**src/rtl/score_pkg.sv**
```systemverilog
// rtl/score_pkg.sv - shared types, constants and helpers for the score display
// Contents: converter state type, SEG_BLANK, seg7 decode, points lookup, max_score.
package score_pkg;

  typedef enum logic [1:0] {
    CONV_IDLE,
    CONV_SHIFT,
    CONV_LOAD
  } conv_state_t;

  // Active-low segments, bit 0 = segment a.
  localparam logic [6:0] SEG_BLANK = 7'b1111111;

  function automatic logic [6:0] seg7(input logic [3:0] nib);
    logic [6:0] s;
    case (nib)
      4'd0:    s = 7'b1000000;
      4'd1:    s = 7'b1111001;
      4'd2:    s = 7'b0100100;
      4'd3:    s = 7'b0110000;
      4'd4:    s = 7'b0011001;
      4'd5:    s = 7'b0010010;
      4'd6:    s = 7'b0000010;
      4'd7:    s = 7'b1111000;
      4'd8:    s = 7'b0000000;
      4'd9:    s = 7'b0010000;
      default: s = SEG_BLANK;
    endcase
    return s;
  endfunction

  // Zero means the event carries no score and is ignored.
  function automatic logic [3:0] points(input logic [2:0] lines);
    logic [3:0] p;
    case (lines)
      3'd1:    p = 4'd1;
      3'd2:    p = 4'd3;
      3'd3:    p = 4'd5;
      3'd4:    p = 4'd8;
      default: p = 4'd0;
    endcase
    return p;
  endfunction

  function automatic int unsigned max_score(input int digits);
    int unsigned r;
    r = 1;
    for (int i = 0; i < digits; i++) r = r * 10;
    return r - 1;
  endfunction

endpackage

```
**src/rtl/score_bcd_display_if.sv**
```systemverilog
// rtl/score_bcd_display_if.sv - game-logic to score display signal bundle
// master: game logic (drives clear, line_valid, lines_cleared, game_over)
// slave : score display (drives score, busy, hex)
interface score_bcd_display_if #(
  parameter int NUM_DIGITS = 6,
  parameter int SCORE_W    = 20
);
  logic                       clear;
  logic                       line_valid;
  logic [2:0]                 lines_cleared;
  logic                       game_over;
  logic [SCORE_W-1:0]         score;
  logic                       busy;
  logic [NUM_DIGITS-1:0][6:0] hex;

  modport master (
    output clear, line_valid, lines_cleared, game_over,
    input  score, busy, hex
  );

  modport slave (
    input  clear, line_valid, lines_cleared, game_over,
    output score, busy, hex
  );
endinterface

```
**src/rtl/score_bcd_display_bin2bcd.sv**
```systemverilog
// rtl/score_bcd_display_bin2bcd.sv - sequential double-dabble binary to BCD converter
// Ports: clk, reset_n (async, active-low), start (accepted in IDLE), bin (value
// captured on start), busy (not IDLE), done (LOAD cycle), bcd (working digits, final during done).
module bin2bcd_seq
  import score_pkg::*;
#(
  parameter int SCORE_W    = 20,
  parameter int NUM_DIGITS = 6
) (
  input  logic                    clk,
  input  logic                    reset_n,
  input  logic                    start,
  input  logic [SCORE_W-1:0]      bin,
  output logic                    busy,
  output logic                    done,
  output logic [4*NUM_DIGITS-1:0] bcd
);
  localparam int BW = 4 * NUM_DIGITS;
  localparam int CW = $clog2(SCORE_W + 1);

  conv_state_t        state, state_nx;
  logic [SCORE_W-1:0] sh;
  logic [BW-1:0]      work, work_adj;
  logic [CW-1:0]      cnt;

  // Add-3 correction on every nibble that would overflow a decimal digit when doubled.
  always_comb begin
    work_adj = work;
    for (int i = 0; i < NUM_DIGITS; i++) begin
      if (work[4*i +: 4] >= 4'd5) work_adj[4*i +: 4] = work[4*i +: 4] + 4'd3;
    end
  end

  always_comb begin
    state_nx = state;
    case (state)
      CONV_IDLE:  if (start) state_nx = CONV_SHIFT;
      CONV_SHIFT: if (cnt == CW'(SCORE_W - 1)) state_nx = CONV_LOAD;
      CONV_LOAD:  state_nx = CONV_IDLE;
      default:    state_nx = CONV_IDLE;
    endcase
  end

  always_ff @(posedge clk or negedge reset_n) begin
    if (!reset_n) state <= CONV_IDLE;
    else          state <= state_nx;
  end

  always_ff @(posedge clk or negedge reset_n) begin
    if (!reset_n) begin
      sh   <= '0;
      work <= '0;
      cnt  <= '0;
    end else if (state == CONV_IDLE && start) begin
      sh   <= bin;
      work <= '0;
      cnt  <= '0;
    end else if (state == CONV_SHIFT) begin
      work <= {work_adj[BW-2:0], sh[SCORE_W-1]};
      sh   <= {sh[SCORE_W-2:0], 1'b0};
      cnt  <= cnt + 1'b1;
    end
  end

  assign busy = (state != CONV_IDLE);
  assign done = (state == CONV_LOAD);
  assign bcd  = work;
endmodule

```
**src/rtl/score_bcd_display.sv**
```systemverilog
// rtl/score_bcd_display.sv - Tetris score accumulator with BCD seven-segment display
// Ports: clk, reset_n (async, active-low), bus (slave): clear, line_valid,
// lines_cleared, game_over in; score, busy, hex (active-low, digit 0 = LSD) out.
module score_bcd_display
  import score_pkg::*;
#(
  parameter int NUM_DIGITS = 6,
  parameter int SCORE_W    = 20,
  parameter int BLANK_LZ   = 1,
  parameter int BLINK_DIV  = 25000000
) (
  input logic                clk,
  input logic                reset_n,
  score_bcd_display_if.slave bus
);
  localparam logic [SCORE_W-1:0] MAX_SCORE = SCORE_W'(max_score(NUM_DIGITS));
  localparam int BCW = (BLINK_DIV > 1) ? $clog2(BLINK_DIV) : 1;

  // Event inputs are registered once; the score follows one cycle later.
  logic       ev_valid, ev_clear;
  logic [3:0] ev_points;

  logic [SCORE_W-1:0]      score_q, score_nx;
  logic [SCORE_W:0]        sum;
  logic                    dirty;
  logic                    conv_start, conv_busy, conv_done;
  logic [4*NUM_DIGITS-1:0] conv_bcd, disp;
  logic [BCW-1:0]          blink_cnt;
  logic                    blink_on;
  logic                    lz_run;
  logic [NUM_DIGITS-1:0][6:0] hex_nx;

  always_ff @(posedge clk or negedge reset_n) begin
    if (!reset_n) begin
      ev_valid  <= 1'b0;
      ev_clear  <= 1'b0;
      ev_points <= '0;
    end else begin
      ev_valid  <= bus.line_valid && (points(bus.lines_cleared) != 4'd0);
      ev_clear  <= bus.clear;
      ev_points <= points(bus.lines_cleared);
    end
  end

  // Saturating add; clear wins over a simultaneous event.
  always_comb begin
    sum      = {1'b0, score_q} + (SCORE_W + 1)'(ev_points);
    score_nx = score_q;
    if (ev_clear)      score_nx = '0;
    else if (ev_valid) score_nx = (sum > {1'b0, MAX_SCORE}) ? MAX_SCORE : sum[SCORE_W-1:0];
  end

  // A conversion is only started from IDLE, so a mid-conversion update leaves
  // dirty set and re-triggers once the running conversion has been displayed.
  assign conv_start = dirty && !conv_busy;

  always_ff @(posedge clk or negedge reset_n) begin
    if (!reset_n) begin
      score_q <= '0;
      dirty   <= 1'b0;
    end else begin
      score_q <= score_nx;
      if (ev_clear || (score_nx != score_q)) dirty <= 1'b1;
      else if (conv_start)                   dirty <= 1'b0;
    end
  end

  bin2bcd_seq #(
    .SCORE_W    (SCORE_W),
    .NUM_DIGITS (NUM_DIGITS)
  ) u_bin2bcd (
    .clk     (clk),
    .reset_n (reset_n),
    .start   (conv_start),
    .bin     (score_q),
    .busy    (conv_busy),
    .done    (conv_done),
    .bcd     (conv_bcd)
  );

  // Display only changes on a finished conversion, so it is never torn.
  always_ff @(posedge clk or negedge reset_n) begin
    if (!reset_n)       disp <= '0;
    else if (conv_done) disp <= conv_bcd;
  end

  always_ff @(posedge clk or negedge reset_n) begin
    if (!reset_n) begin
      blink_cnt <= '0;
      blink_on  <= 1'b1;
    end else if (!bus.game_over) begin
      blink_cnt <= '0;
      blink_on  <= 1'b1;
    end else if (blink_cnt == BCW'(BLINK_DIV - 1)) begin
      blink_cnt <= '0;
      blink_on  <= ~blink_on;
    end else begin
      blink_cnt <= blink_cnt + 1'b1;
    end
  end

  // Walk from the most significant digit down; lz_run stays set while every
  // digit seen so far is zero. Digit 0 is never blanked by this rule.
  always_comb begin
    lz_run = 1'b1;
    hex_nx = '0;
    for (int k = NUM_DIGITS - 1; k >= 0; k--) begin
      lz_run = lz_run && (disp[4*k +: 4] == 4'd0);
      if (!blink_on || ((BLANK_LZ != 0) && (k != 0) && lz_run)) hex_nx[k] = SEG_BLANK;
      else                                                      hex_nx[k] = seg7(disp[4*k +: 4]);
    end
  end

  assign bus.score = score_q;
  assign bus.busy  = conv_busy || dirty;
  assign bus.hex   = hex_nx;
endmodule

```
**src/flat_wrapper.sv**
```systemverilog
// flat-port wrapper written by rule: the top's interface ports become plain ports
module score_bcd_display_flat import score_pkg::*;
#(
  parameter int NUM_DIGITS = 6,
  parameter int SCORE_W    = 20,
  parameter int BLANK_LZ   = 1,
  parameter int BLINK_DIV  = 25000000
)
  (clk, reset_n, bus_clear, bus_line_valid, bus_lines_cleared, bus_game_over, bus_score, bus_busy, bus_hex);
  score_bcd_display_if #(.NUM_DIGITS(NUM_DIGITS), .SCORE_W(SCORE_W)) bus_i ();
  input logic clk;
  input logic reset_n;
  input wire logic [$bits(bus_i.clear)-1:0] bus_clear;
  input wire logic [$bits(bus_i.line_valid)-1:0] bus_line_valid;
  input wire logic [$bits(bus_i.lines_cleared)-1:0] bus_lines_cleared;
  input wire logic [$bits(bus_i.game_over)-1:0] bus_game_over;
  output wire logic [$bits(bus_i.score)-1:0] bus_score;
  output wire logic [$bits(bus_i.busy)-1:0] bus_busy;
  output wire logic [$bits(bus_i.hex)-1:0] bus_hex;
  assign bus_i.clear = bus_clear;
  assign bus_i.line_valid = bus_line_valid;
  assign bus_i.lines_cleared = bus_lines_cleared;
  assign bus_i.game_over = bus_game_over;
  assign bus_score = bus_i.score;
  assign bus_busy = bus_i.busy;
  assign bus_hex = bus_i.hex;
  score_bcd_display #(.NUM_DIGITS(NUM_DIGITS), .SCORE_W(SCORE_W), .BLANK_LZ(BLANK_LZ), .BLINK_DIV(BLINK_DIV)) u_core (.clk(clk), .reset_n(reset_n), .bus(bus_i));
endmodule
```
**config.mk**
```make
export PLATFORM = sky130hd
export DESIGN_NAME = score_bcd_display_flat
export DESIGN_NICKNAME = d
export VERILOG_FILES = /design/src/rtl/score_pkg.sv /design/src/rtl/score_bcd_display_if.sv /design/src/rtl/score_bcd_display_bin2bcd.sv /design/src/rtl/score_bcd_display.sv /design/src/flat_wrapper.sv
export SDC_FILE = /design/constraint.sdc
export NUM_CORES = 1
export LEC_CHECK = 0
export BUFFER_PORTS_ARGS = -buffer_cell sky130_fd_sc_hd__clkbuf_2
export CAP_MARGIN = 20
export CELL_PAD_IN_SITES_DETAIL_PLACEMENT = 0
export CELL_PAD_IN_SITES_GLOBAL_PLACEMENT = 1
export CORE_MARGIN = 1.5
export CORE_UTILIZATION = 46
export DETAILED_ROUTE_END_ITERATION = 12
export MAX_ROUTING_LAYER = met4
export PLACE_DENSITY_LB_ADDON = 0.1
export SLEW_MARGIN = 0
export SYNTH_ARGS = -nofsm -noshare
export SYNTH_HDL_FRONTEND = slang
export SYNTH_SLANG_ARGS = --single-unit
export TNS_END_PERCENT = 10
```
**constraint.sdc**
```tcl
create_clock -name clk -period 4.08 [get_ports clk]
set_input_delay 0.204 -clock clk [delete_from_list [all_inputs] [get_ports clk]]
set_output_delay 0.204 -clock clk [all_outputs]
set_load 0.01 [all_outputs]
```
# [Yosys cells after proc, flatten, opt, wreduce, memory -nomap -nowiden]
# Memory sizes are Yosys's and may differ from the RTL's.
# Index checks and enable logic that the tools add are counted.
# Widths: inputs -> output; s select.
[word_totals] register_bits=128 rom_bits=672 input_bits=8 output_inout_bits=63 elab_cells=105 mem_count=6
[op_classes] add_sub_neg=9 order_cmp=7 eq_ne=12 n_mux=31 bitwise_logic=1 reduce_logical=27
[memory_table] name="(no name shown)" depth=16 width=7 read_ports=1 rd_ports_with_merged_regs=0 wr=0 line="score_pkg.sv:16" rtl="case (nib)"
[memory_table] name="(no name shown)" depth=16 width=7 read_ports=1 rd_ports_with_merged_regs=0 wr=0 line="score_pkg.sv:16"
[memory_table] name="(no name shown)" depth=16 width=7 read_ports=1 rd_ports_with_merged_regs=0 wr=0 line="score_pkg.sv:16"
[memory_table] name="(no name shown)" depth=16 width=7 read_ports=1 rd_ports_with_merged_regs=0 wr=0 line="score_pkg.sv:16"
[memory_table] name="(no name shown)" depth=16 width=7 read_ports=1 rd_ports_with_merged_regs=0 wr=0 line="score_pkg.sv:16"
[memory_table] name="(no name shown)" depth=16 width=7 read_ports=1 rd_ports_with_merged_regs=0 wr=0 line="score_pkg.sv:16"
[op_table] operator="$mux 20" count=5
[op_table] operator="$mux 25" count=2
[op_table] operator="$mux 24" count=2
[op_table] operator="$mux 7" count=6
[op_table] operator="$add 25x1->25 const B" count=1
[op_table] operator="$eq 25x25->1 const B" count=1
[op_table] operator="$ge 4x3->1 const B" count=6
[op_table] operator="$add 20x4->21" count=1
[op_table] operator="$gt 21x20->1 const B" count=1
[op_table] operator="$add 4x2->4 const B" count=5
[op_table] operator="$logic_not 4->1" count=5
[op_table] operator="$mux 4" count=5
[op_table] operator="$ne 20x20->1" count=1
[op_table] operator="$pmux 4 s4" count=1
[op_table] operator="$mux 5" count=2
[op_table] operator="$logic_and 1x1->1" count=7
[op_table] operator="$logic_or 1x1->1" count=7
[op_table] operator="$eq 3x2->1 const B" count=2
[op_table] operator="$reduce_bool 2->1" count=3
[op_table] operator="$add 5x1->5 const B" count=1
[op_table] operator="$eq 5x5->1 const B" count=1
[op_table] operator="$mux 1" count=4
[op_table] operator="$mux 2" count=2
[op_table] operator="$ne 2x2->1 const B" count=2
[op_table] operator="other kinds (13)" count=14

# [Logic depth before layout (Yosys ltp)]
# Gate-level depths: netlist of run 1.
[depth] ltp_word=8 depth_mapped=15 mapped_depth_nobuf=13

# [Cells and area by module]
# A second synthesis of run 1 with hierarchy kept.
[hier_totals] hier_cells=902 hier_area_um2=8039.0
[by_module_without_submodules] module="score_bcd_display" n_inst=1 cells_per_inst=663 area_each_um2=5550.3 seq_area_each_um2=1928.1
[by_module_without_submodules] module="bin2bcd_seq" n_inst=1 cells_per_inst=239 area_each_um2=2488.6 seq_area_each_um2=1276.2

# [Worst setup path after synthesis of run 1]
# No wires, ideal clock.
[synth_timing] path_kind="flip-flop to flip-flop" start="register u_core.score_q[0] (netlist: u_core.bus.score[0])" end="register u_core.dirty" setup_time_ns=0.143 arrival_ns=3.097 required_ns=3.937 setup_slack_ns=0.840 stages_incl_launch_ff=15 path_buffers=1 synth_period_minus_slack_ns=3.240 cell_sequence="dfrtp_1 ha_1 inv_1 fa_1 nor2b_1 o31ai_2 or3_1 mux2i_1 o2bb2ai_1 a2bb2oi_2 o21ai_1 buf_6 o31a_1 o41ai_1 nand4_1"
[synth_between] elab_chain_len=8 elab_cells_between_ends=9 classes_between="1 x add/sub; 1 x order compare; 1 x eq/ne; 4 x mux; 2 x reduce/logical"
[synth_rtl] element="start, declared" line="score_bcd_display.sv:23" rtl="logic [SCORE_W-1:0] score_q, score_nx;"
[synth_rtl] element="start signal, assigned" line="score_bcd_display.sv:62" rtl="score_q <= score_nx;"
[synth_rtl] element="$add 20x4->21" line="score_bcd_display.sv:47" rtl="sum = {1'b0, score_q} + (SCORE_W + 1)'(ev_points);"
[synth_rtl] element="$gt 21x20->1" line="score_bcd_display.sv:50" rtl="else if (ev_valid) score_nx = (sum > {1'b0, MAX_SCORE}) ? MAX_SCORE : sum[SCORE_W-1:0];"
[synth_rtl] element="$mux 20 (2 in a row)" line="score_bcd_display.sv:50"
[synth_rtl] element="$mux 20" line="score_bcd_display.sv:49" rtl="if (ev_clear) score_nx = '0;"
[synth_rtl] element="$ne 20x20->1 *" line="score_bcd_display.sv:63" rtl="if (ev_clear || (score_nx != score_q)) dirty <= 1'b1;"
[synth_rtl] element="$logic_or 1x1->1 *" line="score_bcd_display.sv:63"
[synth_rtl] element="$mux 1 or $reduce_bool 2->1 (tied branches)"
[synth_rtl] element="end signal, assigned" line="score_bcd_display.sv:60" rtl="dirty <= 1'b0;"
[synth_rtl] element="end signal, assigned" line="score_bcd_display.sv:63"
[synth_rtl] element="end signal, assigned" line="score_bcd_display.sv:64" rtl="else if (conv_start) dirty <= 1'b0;"
[synth_rtl] element="end, declared" line="score_bcd_display.sv:25" rtl="logic dirty;"
# Mark *: on every way between the ends. The rest lies on a longest branch, timed or not.
# A chain may end at the register's enable or synchronous reset.

# [Final worst setup path of run 1]
# Ends and elaborated chain as after synthesis.

==> impl_metrics.env, run 1 <==
export IMPL_hold_depth=2
export IMPL_synth_compound_area_share_pct=19.83
export IMPL_synth_flop_cell="dfrtp_1"
export IMPL_path_clk_slew_ns=0.06
export IMPL_clockBufferDepth=2
export IMPL_postRouteAntennaNets=0
export IMPL_dieHeight_um=134.7
export IMPL_layout_drive_gt1_share_pct=15.18
export IMPL_period_needed_ns=3.670
export IMPL_period_share_pct=89.96
export IMPL_synthAdderAreaFrac_pct=7.774
export IMPL_r2r_end="u_core.dirty"
export IMPL_grt_start_max_net_pins=81
export IMPL_synthXorXnorAreaFrac_pct=4.498
export IMPL_synthesis_nets=982
export IMPL_vias=6963
export IMPL_rows=47
export IMPL_status="complete, no violations"
export IMPL_end_kind="flop"
export IMPL_initial_core_util_pct=47.63
export IMPL_synthTopCellsByCount="128 x nand2_1, 127 x dfrtp_1, 91 x nor2_1, 85 x o21ai_0, 50 x a21oi_1"
export IMPL_hold_class="input port to flop"
export IMPL_hpwl_um=13780
export IMPL_p_leak_nw=4.072
export IMPL_drt_iter0_markers=438
export IMPL_cts_made_buffers=17
export IMPL_syn_inst=925
export IMPL_ys_types=74
export IMPL_synth_mux_area_share_pct=1.897
export IMPL_hp_start="bus_lines_cleared[1]"
export IMPL_insertion_delay_ns=0.43
export IMPL_relSlewSlack_pct=48.34
export IMPL_die_width_um=134.7
export IMPL_hold_viol=0
export IMPL_place_congestion=0.9192
export IMPL_ys_top_cells_by_area="dfrtp_1 40%, ha_1 7.5%, nand2_1 6.0%"
export IMPL_worstSetupStartpointType="flop"
export IMPL_grt_pass1_wl_um=32860
export IMPL_ir_drop_v=0.0002963
export IMPL_avgSynthCellArea_um2=8.630
export IMPL_place_ws_ns=0.3806
export IMPL_reg2reg_slack_ns=0.41
export IMPL_multi_input_comb_area_mm2=0.004368
export IMPL_io_buffers=70
export IMPL_setup_slack_ns=0.4098
export IMPL_fillers=1547
export IMPL_viasPerCell=5.703
export IMPL_async_flop_share_pct=100.0
export IMPL_p_per_area_mw_per_mm2=527.4
export IMPL_ys_warnings_count=0
export IMPL_synth_top_family_by_area="simple AND/OR/NAND/NOR gates"
export IMPL_yosysSeqAreaShare_pct=40.14
export IMPL_required_ns=4.36
export IMPL_io_pins=71
export IMPL_first_global_vias=6601
export IMPL_synth_seq_cells=128
export IMPL_synthSimpleGateAreaFrac_pct=20.61
export IMPL_finalMaxSlewViolations=0
export IMPL_wl_per_cell_um=16.00
export IMPL_coreArea_mm2=0.01676
export IMPL_synthDominantCellAreaShare_pct=39.81
export IMPL_setup_viol=0
export IMPL_grt_setup_unrepaired="false"
export IMPL_ff2ff_path_depth=14
export IMPL_final_instance_count_excl_fill=1221
export IMPL_yosys_area_top_type="dfrtp_1"
export IMPL_maxCapViolCount=0
export IMPL_critPathMaxFanout=8
export IMPL_grt_overflow_total=0
export IMPL_synth_edff_count=0
export IMPL_criticalPathCategory="flop to flop"
export IMPL_rr_startpoint="u_core.bus.score[0]"
export IMPL_max_freq_mhz=272.5
export IMPL_seqCellArea_mm2=0.003204
export IMPL_antenna_found_initial=0
export IMPL_h_tree_depth=4
export IMPL_power_mw=4.914
export IMPL_dieArea_mm2=0.01815
export IMPL_fin_tns_setup_ns=0
export IMPL_synth_most_common_cell="nand2_1"
export IMPL_drt_first_pass_iters=5
export IMPL_synth_area_mm2=0.007983
export IMPL_placedCellCount=1180
export IMPL_n_antenna_cell=0
export IMPL_hold_ws_ns=0.06185
export IMPL_drc=0
export IMPL_syn_to_final_growth_pct=16.71
export IMPL_whs_endpoint="u_core.ev_points[2]"
export IMPL_cts_tree="built"
export IMPL_cts_sinks=128
export IMPL_skew_ns=0.01104
export IMPL_critPathArrivalTime_ns=3.95
export IMPL_wl_um=19540
export IMPL_ctsRootBufferMaster="clkbuf_16"
export IMPL_tightestPinTransition_ns=0.7749
export IMPL_grt_total_usage_pct=23.47
export IMPL_fin_nets=1045
state kept, by name, summed over array words and instances (netlist names), 2 cells and up:
signal                  flops
u_core.u_bin2bcd.state      2
u_core.u_bin2bcd.bcd       24
u_core.bus.score           20
u_core.disp                24
u_core.u_bin2bcd.cnt        5
u_core.blink_cnt           25
u_core.u_bin2bcd.sh        20
u_core.ev_points            4
worst max path at each step:
stage,from,to,slack (ns)
after global routing,u_core.bus.score[0],u_core.dirty,0.12
after detailed placement,u_core.bus.score[0],u_core.dirty,0.38
final,u_core.bus.score[0],u_core.dirty,0.41
after floorplan,u_core.bus.score[0],u_core.dirty,0.84
after global placement,u_core.bus.score[0],u_core.dirty,0.48
after CTS,u_core.bus.score[0],u_core.dirty,0.33
critical path, stage by stage (launching register included):
cell       delay, ns
dfrtp_1         0.46
ha_1            0.21
inv_1           0.06
fa_1            0.40
nor2b_1         0.23
o31ai_2         0.18
or3_1           0.45
mux2i_1         0.14
o2bb2ai_1       0.15
a2bb2oi_2       0.32
o21ai_2         0.20
buf_4           0.19
a211oi_1        0.23
o221a_2         0.23
nand4_1         0.08
where the power goes:
part / switching, mW / internal [mW] / leakage [nW]
logic: 0.856 / 0.563 / 2.01
clock network: 0.587 / 1.18 / 0.331
registers: 0.231 / 1.49 / 1.73
total: 1.67 / 3.24 / 4.07
cells by family after synthesis:
| group | after synthesis |
|---|---|
| and+or+nand+nor | 350 |
| AOI/OAI and AO/OA | 244 |
| DFF | 128 |
| buffers and inverters | 99 |
| adders and majority gates | 49 |
| xor gates and xnor gates | 41 |
| muxes | 14 |
layout make-up:
type	count	area share, %
multi-input combinational	698	46.88
tap	220	2.955
clock buffer	20	4.902
inverter	43	1.732
sequential	128	34.39
timing repair buffer	100	6.688
clock inverter	12	2.444
layout by cell type (no fill, tap or decap), types with 23 or more instances in the layout:
cell type  netlist  routed
nand3_1         33      33
a22oi_1         23      23
ha_1            48      48
nand2_1        128     128
clkbuf_2         0      69
nor2_1          91      91
inv_1           42      42
dfrtp_1        127     127
xor2_1          23      23
a21oi_1         50      50
o21ai_0         85      85
stage by stage:
stage	cell area, um^2	utilization, %
2_1_floorplan	7983	-
3_3_place_gp	8516	50.81
3_5_place_dp	8516	50.81
4_1_cts	9260	55.25
5_1_grt	9316	55.59
6_report	9316	55.59
per-layer routing:
metal,part of all wire (%),track usage [%]
met5,0,-
met4,1.9,7.885
met3,4.9,4.730
met2,48,38.77
met1,45,28.87
what timing repair did:
| item | CTS | global route |
|---|---|---|
| hold endpoints to repair | 5 | 18 |
| resized for setup | 0 | 1 |
| buffers inserted | 0 | 0 |
| setup endpoints to repair | 0 | 1 |
| hold buffers | 6 | 1 |
No activity file was read; power rests on OpenSTA's default activity.
==> run 2: changes to the inputs <==
- RECOVER_POWER: default -> 50
==> impl_metrics.env, run 2 (synthesized netlist as in run 1, its figures left out) <==
export IMPL_cts_tree="built"
export IMPL_coreArea_mm2=0.01676
export IMPL_place_congestion=0.9192
export IMPL_grt_overflow_total=0
export IMPL_tightestPinTransition_ns=1.732
export IMPL_fin_nets=1045
export IMPL_criticalPathCategory="flop to flop"
export IMPL_clockBufferDepth=2
export IMPL_die_width_um=134.7
export IMPL_cts_setup_buffers=0
export IMPL_hold_class="input port to flop"
export IMPL_syn_to_final_growth_pct=15.80
export IMPL_n_antenna_cell=0
export IMPL_violations="capacitance limit, slew limit"
export IMPL_end_kind="flop"
export IMPL_dieArea_mm2=0.01815
export IMPL_fin_tns_setup_ns=0
export IMPL_max_freq_mhz=271.9
export IMPL_required_ns=4.36
export IMPL_first_global_vias=6601
export IMPL_io_buffers=70
export IMPL_p_per_area_mw_per_mm2=530.8
export IMPL_initial_core_util_pct=47.63
export IMPL_utilization_pct=55.15
export IMPL_drt_iter0_markers=466
export IMPL_critPathArrivalTime_ns=3.96
export IMPL_wl_um=19560
export IMPL_p_leak_nw=4.001
export IMPL_wl_per_cell_um=16.02
export IMPL_layout_drive_gt1_share_pct=13.49
export IMPL_grt_setup_unrepaired="false"
export IMPL_maxCapViolCount=1
export IMPL_grt_total_usage_pct=23.47
export IMPL_postRouteAntennaNets=0
export IMPL_grt_start_max_net_pins=81
export IMPL_skew_ns=0.008788
export IMPL_hpwl_um=13780
export IMPL_cts_sinks=128
export IMPL_drt_first_pass_iters=5
export IMPL_hold_viol=0
export IMPL_placedCellCount=1180
export IMPL_largest_register="u_core.blink_cnt"
export IMPL_setup_viol=0
export IMPL_finalMaxSlewViolations=69
export IMPL_status="finished, violations left"
export IMPL_viasPerCell=5.699
export IMPL_fillers=1561
export IMPL_period_needed_ns=3.677
export IMPL_ir_drop_v=0.0002948
export IMPL_insertion_delay_ns=0.43
export IMPL_power_mw=4.907
export IMPL_critPathMaxFanout=8
export IMPL_relSlewSlack_pct=-15.45
export IMPL_path_clk_slew_ns=0.06
export IMPL_layout_commonest_cell="nand2_1"
export IMPL_cts_made_buffers=17
export IMPL_drc=0
export IMPL_final_instance_count_excl_fill=1221
export IMPL_largest_register_ffs=25
export IMPL_h_tree_depth=4
export IMPL_rows=47
export IMPL_worstSetupStartpointType="flop"
export IMPL_hold_ws_ns=0.06146
export IMPL_grt_pass1_wl_um=32860
export IMPL_period_share_pct=90.13
export IMPL_ctsRootBufferMaster="clkbuf_16"
export IMPL_layout_common_cells="128 x nand2_1, 127 x dfrtp_1, 91 x nor2_1"
export IMPL_dieHeight_um=134.7
export IMPL_antenna_found_initial=0
export IMPL_io_pins=71
export IMPL_vias=6959
[run 2: report_power, final]
group	total, mW	switching [mW]	internal (mW)
sequential	1.72	0.230	1.49
combinational	1.41	0.857	0.558
clock	1.77	0.585	1.18
total	4.91	1.67	3.24
[run 2: routing by layer]
metal / global-route usage [%] / part of all wire, % / up-vias
li1: - / - / 3381
met5: - / 0 / -
met4: 7.885 / 2.0 / 0
met3: 4.730 / 4.9 / 29
met2: 38.77 / 49 / 172
met1: 28.87 / 44 / 3377
[run 2: final timing paths]
path	start	to	slack, ns	cells past startpoint
worst min-delay path	bus_lines_cleared[1]	u_core.ev_points[2]	0.06	2
worst max register to register	u_core.bus.score[0]	u_core.dirty	0.40	14
worst max-delay path	u_core.bus.score[0]	u_core.dirty	0.40	14
max in group asynchronous	reset_n	u_core.u_bin2bcd.bcd[0]	1.13	4
min in group asynchronous	reset_n	u_core.blink_cnt[14]	0.34	2
worst min register to register	u_core.u_bin2bcd.sh[1]	u_core.u_bin2bcd.sh[1]	0.47	2
[run 2: what timing repair did]
item / in CTS / in global routing
gates resized for setup: 0 / 1
endpoints found under the hold margin: 5 / 18
endpoints found under the setup margin: 0 / 1
hold buffers: 6 / 1
[run 2: metrics by stage]
step           worst slack, ns  instance area, um^2
6_report                0.4026                 9244
5_1_grt                 0.1243                 9244
3_5_place_dp            0.3806                 8516
4_1_cts                 0.3332                 9260
3_3_place_gp            0.4827                 8516
2_1_floorplan           0.8399                 7983
[run 2: critical path, stage by stage, from the launching register on]
cell	delay, ns
dfrtp_1	0.46
ha_1	0.21
inv_1	0.06
fa_1	0.40
nor2b_1	0.23
o31ai_2	0.17
or3_1	0.45
mux2i_1	0.14
o2bb2ai_1	0.16
a2bb2oi_2	0.32
o21ai_2	0.20
buf_4	0.20
a211oi_1	0.23
o221a_2	0.23
nand4_1	0.08
[run 2: layout make-up]
| class | count | area, um^2 | area share [%] |
|---|---|---|---|
| clock inverter | 12 | 227.7 | 2.463 |
| clock buffer | 20 | 456.7 | 4.940 |
| timing repair buffer | 100 | 553.0 | 5.983 |
| multi-input combinational | 698 | 4365 | 47.23 |
| sequential | 128 | 3204 | 34.66 |
| inverter | 43 | 161.4 | 1.746 |
| tap | 220 | 275.3 | 2.978 |
==> run 3: changes to the inputs <==
- PLACE_DENSITY: default -> 0.87
- PLACE_DENSITY_LB_ADDON: 0.1 -> default
==> impl_metrics.env, run 3 (synthesized netlist as in run 1, its figures left out) <==
export IMPL_initial_core_util_pct=47.63
export IMPL_clock_power_share_pct=33.0
export IMPL_hold_viol=0
export IMPL_insertion_delay_ns=0.42
export IMPL_grt_total_usage_pct=22.54
export IMPL_p_per_area_mw_per_mm2=510.7
export IMPL_maxCapViolCount=4
export IMPL_drt_iter0_markers=344
export IMPL_ir_drop_v=0.0003091
export IMPL_worstSetupStartpointType="flop"
export IMPL_io_pins=71
export IMPL_violations="capacitance limit, slew limit"
export IMPL_drt_first_pass_iters=6
export IMPL_cts_tree="built"
export IMPL_p_seq_share_pct=37.1
export IMPL_antenna_found_initial=0
export IMPL_period_share_pct=88.72
export IMPL_postRouteAntennaNets=0
export IMPL_required_ns=4.35
export IMPL_n_antenna_cell=0
export IMPL_gr_usage_met3_pct=4.354
export IMPL_dieArea_mm2=0.01815
export IMPL_swShare_pct=36.42
export IMPL_max_freq_mhz=276.2
export IMPL_hold_class="input port to flop"
export IMPL_cts_sinks=128
export IMPL_grt_util_met2_pct=35.04
export IMPL_relSlewSlack_pct=-19.78
export IMPL_grt_util_met1_pct=29.62
export IMPL_critPathArrivalTime_ns=3.89
export IMPL_grt_overflow_total=0
export IMPL_place_congestion=0.9522
export IMPL_grt_start_max_net_pins=72
export IMPL_combPwrFrac_pct=29.9
export IMPL_placedCellCount=1180
export IMPL_syn_to_final_growth_pct=14.36
export IMPL_fin_tns_setup_ns=0
export IMPL_h_tree_depth=4
export IMPL_gr_max_usage_layer="met2"
export IMPL_rr_startpoint="u_core.bus.score[0]"
export IMPL_p_leak_nw=3.917
export IMPL_switchingPower_mw=1.698
export IMPL_startpoint="u_core.bus.score[0]"
export IMPL_drc=0
export IMPL_wl_um=18850
export IMPL_largest_register_ffs=25
export IMPL_cts_made_buffers=17
export IMPL_grt_pass1_wl_um=31830
export IMPL_p_int_mw=2.964
export IMPL_clockBufferDepth=2
export IMPL_viasPerCell=5.649
export IMPL_vias=6886
export IMPL_end_kind="flop"
export IMPL_wl_per_cell_um=15.46
export IMPL_layout_common_cells="128 x nand2_1, 127 x dfrtp_1, 91 x nor2_1"
export IMPL_io_buffers=70
export IMPL_layout_commonest_cell="nand2_1"
export IMPL_dieHeight_um=134.7
export IMPL_first_global_vias=6331
export IMPL_criticalPathCategory="flop to flop"
export IMPL_hold_ws_ns=0.06057
export IMPL_rows=47
export IMPL_tightestPinTransition_ns=1.797
export IMPL_layout_drive_gt1_share_pct=12.51
export IMPL_hp_start="bus_lines_cleared[1]"
export IMPL_ctsRootBufferMaster="clkbuf_16"
export IMPL_cts_setup_buffers=0
export IMPL_period_needed_ns=3.620
export IMPL_coreArea_mm2=0.01676
export IMPL_grt_setup_unrepaired="false"
export IMPL_hpwl_um=13030
export IMPL_fin_nets=1043
export IMPL_die_width_um=134.7
export IMPL_setup_viol=0
export IMPL_fillers=1578
export IMPL_final_instance_count_excl_fill=1219
export IMPL_skew_ns=0.008686
export IMPL_critPathMaxFanout=10
export IMPL_finalMaxSlewViolations=127
export IMPL_largest_register="u_core.blink_cnt"
export IMPL_path_clk_slew_ns=0.06
export IMPL_status="finished, violations left"
run 3: cell types whose count changed in the layout (fill, tap and decap cells not counted), sizes merged:
| cell | before | now |
|---|---|---|
| inv | 44 | 50 |
| bufinv | 6 | 2 |
| buf | 15 | 12 |
| clkbuf | 98 | 96 |
| clkinvlp | 1 | 2 |
run 3: layout make-up:
type | instances | area (um^2) | share of cell area (%)
tap | 220 | 275.3 | 3.015
sequential | 128 | 3204 | 35.10
inverter | 43 | 161.4 | 1.768
clock buffer | 17 | 425.4 | 4.660
clock inverter | 15 | 173.9 | 1.905
multi-input combinational | 698 | 4364 | 47.81
timing repair buffer | 98 | 524.3 | 5.743
run 3: path summary, 6_finish.rpt:
check | endpoint | slack, ns | cells after the start
max | u_core.dirty | 0.46 | 13
min | u_core.ev_points[2] | 0.06 | 2
max reg2reg | u_core.dirty | 0.46 | 13
min reg2reg | u_core.u_bin2bcd.sh[14] | 0.48 | 2
max in group asynchronous | u_core.disp[7] | 1.00 | 3
min in group asynchronous | u_core.blink_cnt[9] | 0.80 | 2
run 3: critical path: stages, from the launching register on:
cell       delay [ns]
dfrtp_1          0.46
ha_1             0.22
inv_1            0.06
fa_1             0.41
nor2b_1          0.23
o31ai_2          0.17
or3_1            0.44
mux2i_1          0.14
o2bb2ai_1        0.15
a2bb2oi_2        0.29
o21a_2           0.29
a221oi_1         0.13
o41ai_1          0.35
nand4_1          0.13
run 3: per-stage QoR:
stage	worst slack [ns]	util [%]	power [mW]	area (um^2)
final	0.4600	54.47	4.662	9129
after global routing	0.1168	54.47	4.986	9129
after CTS	0.2597	54.80	4.715	9185
after detailed placement	0.3066	50.81	3.150	8516
after global placement	0.4279	50.81	3.122	8516
after floorplan	0.8399	-	2.721	7983
run 3: per-layer routing:
metal / vias to the layer above / routed length [um]
li1: 3371 / -
met1: 3274 / 8816
met5: - / 0
met3: 45 / 906
met4: 0 / 491
met2: 196 / 8630
run 3: power groups by stage:
| stage | Sequential (mW) | Combinational (mW) | Clock [mW] |
|---|---|---|---|
| final | 1.73 | 1.39 | 1.54 |
| after global placement | 1.74 | 1.38 | 0 |
| after global routing | 1.77 | 1.59 | 1.63 |
| after CTS | 1.72 | 1.42 | 1.57 |
| after floorplan | 1.67 | 1.05 | 0 |
| after detailed placement | 1.74 | 1.41 | 0 |
run 3: repair_timing:
| item | 4_1_cts | 5_1_grt |
|---|---|---|
| gates resized for setup | 0 | 2 |
| setup endpoints to repair | 0 | 12 |
| hold endpoints to repair | 74 | 0 |
| hold buffers | 7 | 0 |
